--- src/rtl/cbu_mod8_up_counter.sv ---
`default_nettype none
// ============================================================================
// Module      : cbu_mod8_up_counter
// Description : 8-bit cascadable modulo up-counter with synchronous load,
//               programmable terminal count (MAX), combinational carry-out
//               for same-cycle cascading and a registered one-cycle wrap
//               pulse (TC).
//               Optional feature: define CBU_STICKY_OVF_EN to add the sticky
//               wrap flag output OVF.
// Revision    : 1.0 - initial release
// ============================================================================
module cbu_mod8_up_counter #(
    parameter logic [7:0] RESET_VAL = 8'h00
) (
    input  logic       CLK,
    input  logic       CDN,
    input  logic       CAI,
    input  logic       EN,
    input  logic       LD,
    input  logic [7:0] D,
    input  logic [7:0] MAX,
    output logic [7:0] Q,
    output logic       CAO,
`ifdef CBU_STICKY_OVF_EN
    output logic       TC,
    output logic       OVF
`else
    output logic       TC
`endif
);

    logic [7:0] r_q;
    logic       r_tc;
    logic       w_count;
    logic       w_term;

    // A count edge needs carry-in and enable, and is pre-empted by a load.
    assign w_count = CAI & EN & ~LD;

    // Anything at or above MAX is terminal, so a loaded value beyond MAX
    // wraps straight to zero instead of counting upward.
    assign w_term  = (r_q >= MAX);

    // Carry-out is purely combinational so a downstream stage advances on
    // the same edge that this stage wraps.
    assign CAO = w_count & w_term;

    assign Q  = r_q;
    assign TC = r_tc;

    // Count register and wrap pulse: reset, then load, then count, else hold.
    always_ff @(posedge CLK) begin
        if (!CDN) begin
            r_q  <= RESET_VAL;
            r_tc <= 1'b0;
        end else if (LD) begin
            r_q  <= D;
            r_tc <= 1'b0;
        end else if (w_count) begin
            if (w_term) begin
                r_q  <= 8'h00;
                r_tc <= 1'b1;
            end else begin
                r_q  <= r_q + 8'd1;
                r_tc <= 1'b0;
            end
        end else begin
            r_tc <= 1'b0;
        end
    end

`ifdef CBU_STICKY_OVF_EN
    logic r_ovf;

    assign OVF = r_ovf;

    // Sticky wrap flag: set by any wrap, cleared only by reset or load.
    always_ff @(posedge CLK) begin
        if (!CDN) begin
            r_ovf <= 1'b0;
        end else if (LD) begin
            r_ovf <= 1'b0;
        end else if (w_count && w_term) begin
            r_ovf <= 1'b1;
        end
    end
`endif

endmodule
`default_nettype wire

--- config.mk ---
export PLATFORM = sky130hd
export DESIGN_NAME = cbu_mod8_up_counter
export DESIGN_NICKNAME = d
export VERILOG_FILES = /design/src/rtl/cbu_mod8_up_counter.sv
export SDC_FILE = /design/constraint.sdc
export NUM_CORES = 1
export LEC_CHECK = 0
export BUFFER_PORTS_ARGS = -buffer_cell sky130_fd_sc_hd__buf_2
export CORE_AREA = 2 2 58 60
export CTS_BUF_LIST = sky130_fd_sc_hd__clkbuf_16
export DETAILED_ROUTE_END_ITERATION = 10
export DIE_AREA = 0 0 60 62
export PLACE_DENSITY = 0.49
export SYNTH_ARGS = -nofsm -noshare
export SYNTH_HDL_FRONTEND = slang
export SYNTH_SLANG_ARGS = --single-unit
--- constraint.sdc ---
create_clock -name CLK -period 2.5 [get_ports CLK]
set_input_delay 0 -clock CLK [delete_from_list [all_inputs] [get_ports CLK]]
set_output_delay 0 -clock CLK [all_outputs]
set_load 0.01 [all_outputs]
After elaboration in Yosys (flattened, before gate mapping)
Index checks and enable logic that the tools add are counted.
Storage, ports and cells
  bits in registers: 9
  input port bits: 21
  output and inout bits: 10
  word-level logic and storage cells: 16
Cells by class
  magnitude comparators: 1
  muxes and demuxes: 4
  add/sub/neg operators: 1
  bitwise logic cells: 6
  reduce and logical (&&, ||, !) cells: 2
Operators by type and width (count)
  8-bit two-way mux: 3
  8-bit by 1-bit adder with 8-bit output, second input constant: 1
  8-bit greater-or-equal comparator: 1
  1-bit AND: 3
  1-bit NOT: 3
  3-bit OR reduction: 1
  2-bit nonzero test: 1
  1-bit two-way mux: 1

Longest topological paths before layout
  word-level depth: 4
  depth in mapped cells: 7
  mapped depth without buffers: 7

Worst setup path before layout
No wires, ideal clock.
  path type: register -> register
  start point: reg r_q[7], in the netlist Q[7]
  end point: reg r_tc, in the netlist TC
  stages on the path, launching flop included: 7
  clock period less this slack: 1.835 ns
  data required time: 2.385 ns
  data arrival time: 1.720 ns
  setup time: 0.115 ns
  path buffers: 0
  path slack: 0.665 ns
  cell sequence: dfxtp_1 > ha_1 > and2_4 > a221o_1 > a31oi_4 > nor3_1 > and2_1
Between the ends
  cells in the longest elaborated chain, start to end: 2
RTL lines
  from (decl): line 32  | logic [7:0] r_q;
  from (signal assigned): line 64  | r_q <= r_q + 8'd1;
  8-bit greater-or-equal comparator: line 42  | assign w_term = (r_q >= MAX);
  1-bit two-way mux: line 60  | if (w_term) begin
  to (signal assigned): line 58  | r_tc <= 1'b0;
  to (signal assigned): line 62  | r_tc <= 1'b1;
  to (signal assigned): line 65  | r_tc <= 1'b0;
  to (decl): line 33  | logic r_tc;
Every way passes these cells.
A chain may end at the register's enable or synchronous reset.

Final worst setup path
  start point: reg r_q[7], in the netlist Q[7]
  end point: out CAO
Between the ends
  cells in the longest elaborated chain, start to end: 2
RTL lines
  8-bit greater-or-equal comparator: line 42
  1-bit AND: line 46  | assign CAO = w_count & w_term;
  to (decl): line 23  | output logic CAO,
Every way passes these cells.

==> metrics.cfg <==
[floorplan]
die_x_um=60
row_count=21
start_util_pct=23.4
die_h_um=62
core_area_mm2=0.00318
die_area_mm2=0.00372
ioPinCount=31

[route]
vias_per_cell=4.64
final_antenna_net_count=0
vias=812
firstDrtPassIters=4
drt_iter0_markers=23
drc_errors=0
wire_per_inst_um=11.5
drt-total-wl_mm=2.02

[clock_tree]
clockRootBuffer=clkbuf_16
clock_latency_ps=230
cts_resized=0
postCtsHoldBufs=0
htree_levels=1
clockBufferDepth=2
cts_buffers=3
postCtsSetupBuffers=0
cts_tree=built
cts.clk_slew.worst_paths_ps=40
clkSinkCount=9

[hold_path]
worstHoldPathType=in -> reg
hold_depth=3

[placed_design]
dp_hpwl_mm=1.59
gp_congestion=0.760
port_buffers=30

[finish]
drive_gt1_share_pct=27.1
regArea_um2=180
n_fill_cell=355
multi_input_area_um2=514
syn_to_final_growth_pct=37.0
n_antenna_cell=0
nNetsFinal=160

[timing]
max-slew-margin-rel_pct=69.2
timing.fmax_ghz=0.493
hold_viol_final=0
rsz0062_at_grt=no
min_period_ps=2030
period_share_pct=81.1
finalSetupViolations=0
skew_ps=2.57
drv_slew=0
tns_ps=0
tightestPinTransition_ps=461

[synth]
synth_area_leaders=dfxtp_1 24%, ha_1 15%, a21oi_1 7.4%, o21ai_0 6.1%, and3_1 5.1%
netlist_area_um2=743
synth_cells=98
syn-num-nets=128
synth_edf_count=0
synthArstFlopShare_pct=0
synth.most_common_cell=a21oi_1
yosys-top-cells-count=11 x a21oi_1, 10 x inv_1, 9 x dfxtp_1, 9 x ha_1, 9 x o21ai_0
synthesis.yosys.warnings=0
ys_types=26
synthFlopType=dfxtp_1
synth_top_area_share_pct=24.2
synth_top_area_cell=dfxtp_1
synth_seq_area_share_pct=24.2
syn_avg_cell_area_um2=7.58
ys_ff_latch=9

[worst_setup_path]
crit_arrival_ps=2030
crit_chain=ha_1, and2_4, a221o_1, a31oi_4, nor3_1, buf_2
slowest_stage=a221o_1
path_delay_family=compound AO/OA/AOI/OAI gates
worst-path-stages=6
critical_path_peak_fanout=7
cp_slowest_stage_delay_ps=390
endpoint_kind=output port
cp-start-kind=flip-flop
critPathKind=reg -> out
reg2reg_depth=6
crit_required_ps=2500
critical_path.n_buffers_inverters=1

[power_and_ir_drop]
p_int_w=0.000420
powerDensity_mw_per_mm2=562
irDropWorstVdd_uv=278
p_total_w=0.000572
p_leak_nw=0.499
swShare_pct=26.6
clock_power_share_pct=48.7
p_sw_w=0.000152
pwr-share-comb_pct=21.5
seqPwrFrac_pct=29.8

[grt]
grt_start_max_net_pins=15
grt_antenna_before_repair=0
grt_pass1_wl_mm=3.50
overflow=0
grt_pass1_vias=814
grt_usage_pct=12.4

[flow_run]
max_cap_violations=0

[status]
status=completed

-- per-layer routing --
metal / vias to the layer above / track usage [%] / wire length [um]
met3: 2 / 2.90 / 134
met2: 25 / 18.9 / 912
met1: 361 / 16.2 / 956
li1: 424 / - / -
met4: 0 / 6.35 / 14
met5: - / 0 / 0
-- state kept, by name, summed over array words and instances (netlist names) --
register / cells
Q: 8
TC: 1
-- cells in the final DEF (no fill, tap or decap) --
cell       instances
a221o_1            1
o21bai_1           1
and2_1             2
nor3b_1            1
a221oi_1           1
nor2b_1            3
inv_1             11
a21oi_1           11
o211ai_1           1
and2_4             1
dfxtp_1            9
xnor2_1            2
o21ai_1            1
clkbuf_16          3
nor4_1             4
and3_1             6
a21boi_1           2
a31oi_4            1
buf_2             30
nor3_1             2
a31oi_1            1
o21ai_0            9
nand4_1            4
nand3_1            7
ha_1               9
nor2_1             1
nand2_1            5
-- cells by family after synthesis --
family,Yosys count,share of synthesized area [%]
compound gates,29,24.4
xor+xnor,2,2.36
fa+ha+maj,9,15.2
buf+inv,13,6.57
flops,9,24.2
simple gates,36,27.3
-- stage by stage --
stage / instance area (um^2) / util [%] / hold WS (ps) / setup slack [ps] / std cells
final: 1020 / 32.0 / 40.8 / 472 / 175
after global routing: 1020 / 32.0 / 84.0 / 381 / 175
after CTS: 1020 / 32.0 / 45.0 / 472 / 175
after detailed placement: 940 / 29.6 / 284 / 606 / 171
after global placement: 940 / 29.6 / 289 / 658 / 171
after floorplan: 743 / - / 144 / 665 / 98
-- final timing paths --
kind	startpoint	endpoint	slack [ps]
worst min-delay path	D[5]	Q[5]	40
worst max register to register	Q[7]	TC	580
worst max-delay path	Q[7]	CAO	470
worst min register to register	Q[7]	Q[7]	580
-- worst register-to-register path: stages, from the launching register on --
cell and delay (ps):
dfxtp_1 330, ha_1 350, and2_4 180, a221o_1 390
a31oi_4 290, nor3_1 100, and2_1 170
-- final cells by class --
type | instances | share of cell area, %
clock buffer | 3 | 7.37
multi-input combinational | 76 | 50.5
inverter | 10 | 3.69
sequential | 9 | 17.7
tap | 46 | 5.65
clock inverter | 1 | 0.369
timing repair buffer | 30 | 14.7
-- power groups by stage --
| stage | Clock, W | Sequential [W] | Combinational, W |
|---|---|---|---|
| 6_report | 0.000278 | 0.000171 | 0.000123 |
| 5_1_grt | 0.000289 | 0.000173 | 0.000142 |
| 4_1_cts | 0.000284 | 0.000171 | 0.000124 |
| 3_5_place_dp | 0 | 0.000173 | 0.000124 |
| 3_3_place_gp | 0 | 0.000173 | 0.000123 |
| 2_1_floorplan | 0 | 0.000174 | 0.0000765 |
Note: power is estimated with default switching activity, not from simulation.
